<file path="src/rtl/arb4_sched.sv">
// arb4_sched: four-requester round-robin arbiter with a bounded tenure.
// A grant is held while its requester keeps req high, up to MAX_HOLD cycles,
// after which ownership rotates to the next active requester. Rotation scans
// from the most recent owner, so requester (last+1) mod 4 gets first claim.
// Ownership is carried as a 2-bit index plus a valid flag. These drive a
// shared 2-to-4 decoder; the one-hot gnt vector is that decode, gated by valid.

module arb4_sched #(
    parameter int unsigned MAX_HOLD = 8  // legal range 1..255
) (
    input  logic       clk,
    input  logic       rst_n,
    input  logic       en,
    input  logic [3:0] req,
    output logic [1:0] gnt_idx,
    output logic       gnt_vld,
    output logic [3:0] gnt,
    output logic [7:0] busy_cnt
);

    typedef enum logic {
        ST_IDLE  = 1'b0,
        ST_GRANT = 1'b1
    } state_e;

    // Last busy_cnt value of a tenure; at this count the owner must rotate out.
    localparam logic [7:0] HOLD_LAST = 8'(MAX_HOLD - 1);

    state_e     state_q, state_d;
    logic [1:0] gnt_idx_q, gnt_idx_d;
    logic [1:0] last_q, last_d;
    logic [7:0] busy_cnt_q, busy_cnt_d;

    logic [1:0] win_from_last;
    logic [1:0] win_from_owner;

    // Round-robin pick. Candidates are base+1, base+2, base+3, then base.
    // The loop walks downward, so the nearest set request after base is
    // written last and wins. If only base is requesting, or nothing is,
    // the result stays base; callers check req before using it.
    function automatic logic [1:0] rr_pick(input logic [3:0] r, input logic [1:0] base);
        logic [1:0] pick;
        logic [1:0] cand;
        pick = base;
        for (int k = 3; k >= 1; k--) begin
            cand = base + 2'(k);
            if (r[cand]) begin
                pick = cand;
            end
        end
        return pick;
    endfunction

    // From IDLE the scan starts after the remembered owner. During a tenure,
    // each handover scans from the current owner. On a release the owner's req
    // is already low, so it drops out of the scan. On a timeout the owner is
    // still requesting; it is checked last and wins only if nobody else asks.
    assign win_from_last  = rr_pick(req, last_q);
    assign win_from_owner = rr_pick(req, gnt_idx_q);

    // State register: async reset leaves the pointer at 3 so requester 0 goes first.
    always_ff @(posedge clk or negedge rst_n) begin
        if (!rst_n) begin
            state_q    <= ST_IDLE;
            gnt_idx_q  <= 2'd0;
            last_q     <= 2'd3;
            busy_cnt_q <= 8'd0;
        end else begin
            // NOTE: non-blocking assignments here, so every flop samples the pre-edge values of the others.
            state_q    <= state_d;
            gnt_idx_q  <= gnt_idx_d;
            last_q     <= last_d;
            busy_cnt_q <= busy_cnt_d;
        end
    end

    // Next-state logic: grant, hold, release, timeout, and the enable drop.
    always_comb begin
        // NOTE: every target gets a hold default first, so no path through the case can infer a latch.
        state_d    = state_q;
        gnt_idx_d  = gnt_idx_q;
        last_d     = last_q;
        busy_cnt_d = busy_cnt_q;

        case (state_q)
            ST_IDLE: begin
                if (en && (req != 4'b0000)) begin
                    state_d    = ST_GRANT;
                    gnt_idx_d  = win_from_last;
                    busy_cnt_d = 8'd0;
                end
            end

            ST_GRANT: begin
                if (!en) begin
                    // The enable dropped. Ownership still counts, so the next
                    // arbitration resumes after this owner.
                    state_d    = ST_IDLE;
                    last_d     = gnt_idx_q;
                    busy_cnt_d = 8'd0;
                end else if (!req[gnt_idx_q]) begin
                    // Release takes priority over a timeout that falls on the same
                    // cycle. If anyone else is waiting, hand over with no idle gap.
                    last_d     = gnt_idx_q;
                    busy_cnt_d = 8'd0;
                    if (req != 4'b0000) begin
                        gnt_idx_d = win_from_owner;
                    end else begin
                        state_d = ST_IDLE;
                    end
                end else if (busy_cnt_q == HOLD_LAST) begin
                    // The tenure is used up. Rotate out; if no one else is
                    // requesting, the same owner is re-granted with a fresh count.
                    last_d     = gnt_idx_q;
                    gnt_idx_d  = win_from_owner;
                    busy_cnt_d = 8'd0;
                end else begin
                    busy_cnt_d = busy_cnt_q + 8'd1;
                end
            end

            default: begin
                state_d = ST_IDLE;
            end
        endcase
    end

    assign gnt_vld  = (state_q == ST_GRANT);
    assign gnt_idx  = gnt_idx_q;
    assign busy_cnt = busy_cnt_q;
    assign gnt      = gnt_vld ? (4'b0001 << gnt_idx_q) : 4'b0000;

    // Invariants: at most one grant bit set, and the tenure counter stays within range.
    assert property (@(posedge clk) disable iff (!rst_n) $onehot0(gnt));
    assert property (@(posedge clk) disable iff (!rst_n) busy_cnt <= HOLD_LAST);

endmodule

</file>
<file path="config.mk">
export PLATFORM = sky130hd
export DESIGN_NAME = arb4_sched
export DESIGN_NICKNAME = d
export VERILOG_FILES = /design/src/rtl/arb4_sched.sv
export SDC_FILE = /design/constraint.sdc
export NUM_CORES = 1
export LEC_CHECK = 0
export ABC_AREA = 1
export CORE_ASPECT_RATIO = 0.9
export CORE_MARGIN = 1
export CORE_UTILIZATION = 46
export DETAILED_ROUTE_END_ITERATION = 12
export PLACE_DENSITY = 0.78
export SLEW_MARGIN = 10
export SYNTH_ARGS = -nofsm -noshare
export SYNTH_HDL_FRONTEND = slang
export SYNTH_SLANG_ARGS = --single-unit
</file>
<file path="constraint.sdc">
create_clock -name clk -period 1.6 [get_ports clk]
set_input_delay 0.16 -clock clk [delete_from_list [all_inputs] [get_ports clk]]
set_output_delay 0.16 -clock clk [all_outputs]
set_load 0.01 [all_outputs]
</file>
==> flow_summary.ini, run 1 <==
[sta]
slew_viol_final = 0
setup_viol = 0
layout_setup_ws_ns = 0.03704
tightestPinTransition_ns = 0.6122
finalHoldViolCount = 0
finalCritPeriodShare_pct = 97.68
fmax_mhz = 639.8
max_slew_margin_pct = 59.06
rsz0062_at_grt = true
fin_crit_ns = 1.563
fin_skew_ns = 0.01062

[logic_synthesis]
muxShareOfSynthArea_pct = 0
synth-xor-area-share_pct = 3.094
synth_top_family_by_area = simple AND/OR/NAND/NOR gates
ys_seq_elements = 13
syn-instance-count = 172
post_synth_fa_ha_maj_area_fraction_pct = 5.525
synth_compound_area_share_pct = 12.49
syn_nets = 184
syn_area_um2 = 1132
synth-warning-count = 0
synth.distinct_cells = 28
yosys.area_share.simple_pct = 39.12
synth.yosys.seq_area_share_pct = 28.95
syn_area_per_cell_um2 = 6.583

[clocking]
cts_buffer_depth = 2
h-tree-depth = 1
clk_pin_slew_ns = 0.09
cts_root_buffer = clkbuf_4
cts_tree = done
clk_latency_ns = 0.29
clkSinkCount = 13
hold_buffers = 0
cts_buffers = 3

[detailed_routing]
drt_iter0_markers = 38
drc = 0
via_per_inst = 5.188
wl_per_cell_um = 12.46
ant_nets = 0
firstDrtPassIters = 4
wl_um = 2853
vias = 1188

[run]
maxCapViolCount = 0

[cells_and_area]
final_layout_size_suffix_gt1_share_pct = 21.29
fillers = 207
insertedDiodeCount = 0
multi_input_area_um2 = 733.2
seq_area_um2 = 330.3
final_area_um2 = 1496
synthToLayoutAreaGrowth_pct = 32.16
nNetsFinal = 215

[floorplanning]
die_h_um = 49.07
core_um2 = 2242
die_area_um2 = 2665
pin_count = 22
die_x_um = 54.30
rows = 16
start_util_pct = 50.50

[worst_setup_path]
cp-start-kind = flip-flop
arrival_ns = 1.40
timing.rr.start = last_q[0]
r2r-end = gnt_idx[0]
crit_start = busy_cnt[0]
path_max_fanout = 3
ff2ff_setup_slack_ns = 0.06
critPathCaptureType = output pin
critical_path_class = reg2out
required_ns = 1.44
reg2reg_depth = 9

[global_routing]
grt_pass1_wl_um = 4616
first_global_vias = 1113
grt_usage_pct = 23.31
grt-ovfl-total = 0
grt_max_degree = 14
antenna_found_initial = 0

[place]
place_congestion = 0.8706
io_buffers = 21
pre_cts_ws_ns = -0.06923
dpl.hpwl_um = 2080
place_area_um2 = 1395

[power_and_ir_drop]
p_leak_nw = 0.7424
finalPower_mw = 2.299
powerDensity_nw_per_um2 = 1536
peakVddDrop_v = 0.001199

[outcome]
status = completed

[worst_hold_path]
hp-class = in2async
-- cell usage after synthesis (all sizes together) --
library cell	count	area [um2]
a21oi	4	23.77
a31oi	2	12.51
and2	1	7.510
buf	3	23.77
dfrtp	11	275.3
dfstp	2	52.55
ha	5	62.56
inv	25	98.84
nand2	66	265.3
nand3	15	97.60
nor2	16	72.57
o21ai	14	77.58
o22ai	3	18.77
o41ai	1	8.760
xor2	4	35.03
-- where the power goes --
part | internal (mW) | switching, mW | leakage (nW)
logic | 0.666 | 0.897 | 0.563
registers | 0.422 | 0.0979 | 0.164
clock network | 0.0971 | 0.119 | 0.0150
-- flip-flops by register name, summed over array words and instances, names as in the netlist --
name	count
gnt_vld	1
gnt_idx	2
busy_cnt	8
last_q	2
-- cell usage in the layout, fill, tap and decap left out, types with 4 or more instances in the layout --
master,instances
o21ai_1,4
buf_4,7
dfrtp_1,9
inv_1,22
o21ai_0,7
clkdlybuf4s50_1,16
nand2_1,61
nand3_1,12
nor2_2,5
nor2_1,10
nand2_2,4
xor2_1,4
-- timing repair --
action                                  4_1_cts  5_1_grt
pin swaps                                     0        1
resized for setup                             8       15
endpoints found under the setup margin        6        8
setup buffers                                 1        3
gates cloned                                  0        0
-- worst max-delay path by stage --
stage | to | slack [ns]
after CTS | gnt[1] | 0.0002
after global placement | busy_cnt[4] | -0.002
after detailed placement | gnt_idx[0] | -0.07
final | busy_cnt[0] | 0.04
after global routing | gnt_idx[0] | -0.05
after floorplan | gnt_idx[1] | 0.03
-- routing by layer --
layer  global-route usage, %  part of all wire (%)
met5                       0                     0
met4                   6.410                     0
met3                   4.673                   5.2
met2                   37.20                    51
met1                   31.31                    44
-- final cells by class --
| class | instances | share of cell area (%) |
|---|---|---|
| multi-input combinational | 131 | 49.00 |
| sequential | 13 | 22.07 |
| timing repair buffer | 29 | 18.31 |
| inverter | 25 | 6.605 |
| tap | 27 | 2.258 |
| clock buffer | 4 | 1.756 |
-- critical path: stages, from the launching register on --
cell	delay, ns
dfrtp_1	0.43
buf_4	0.15
clkdlybuf4s50_1	0.53
-- per-stage QoR --
step                cells  util (%)  hold WS, ns  setup TNS (ns)
floorplan             172         -      -0.1356               0
global placement      221     62.22       0.5277       -0.002447
detailed placement    221     62.22       0.5322         -0.2393
CTS                   226     63.67       0.2635               0
global route          229     66.74       0.2888        -0.05356
finish                229     66.74       0.2446               0
-- logic make-up after synthesis --
family,after synthesis
compound gates,24
xor+xnor,4
fa+ha+maj,5
buf+inv,28
flops,13
simple gates,98
(Power assumes the default switching activity.)
==> run 2, diff against run 1 <==
Settings changed: GPL_TIMING_DRIVEN from default to 1.
==> results of run 2 <==
No change in the layout: final DEF, timing and power equal those of run 1.
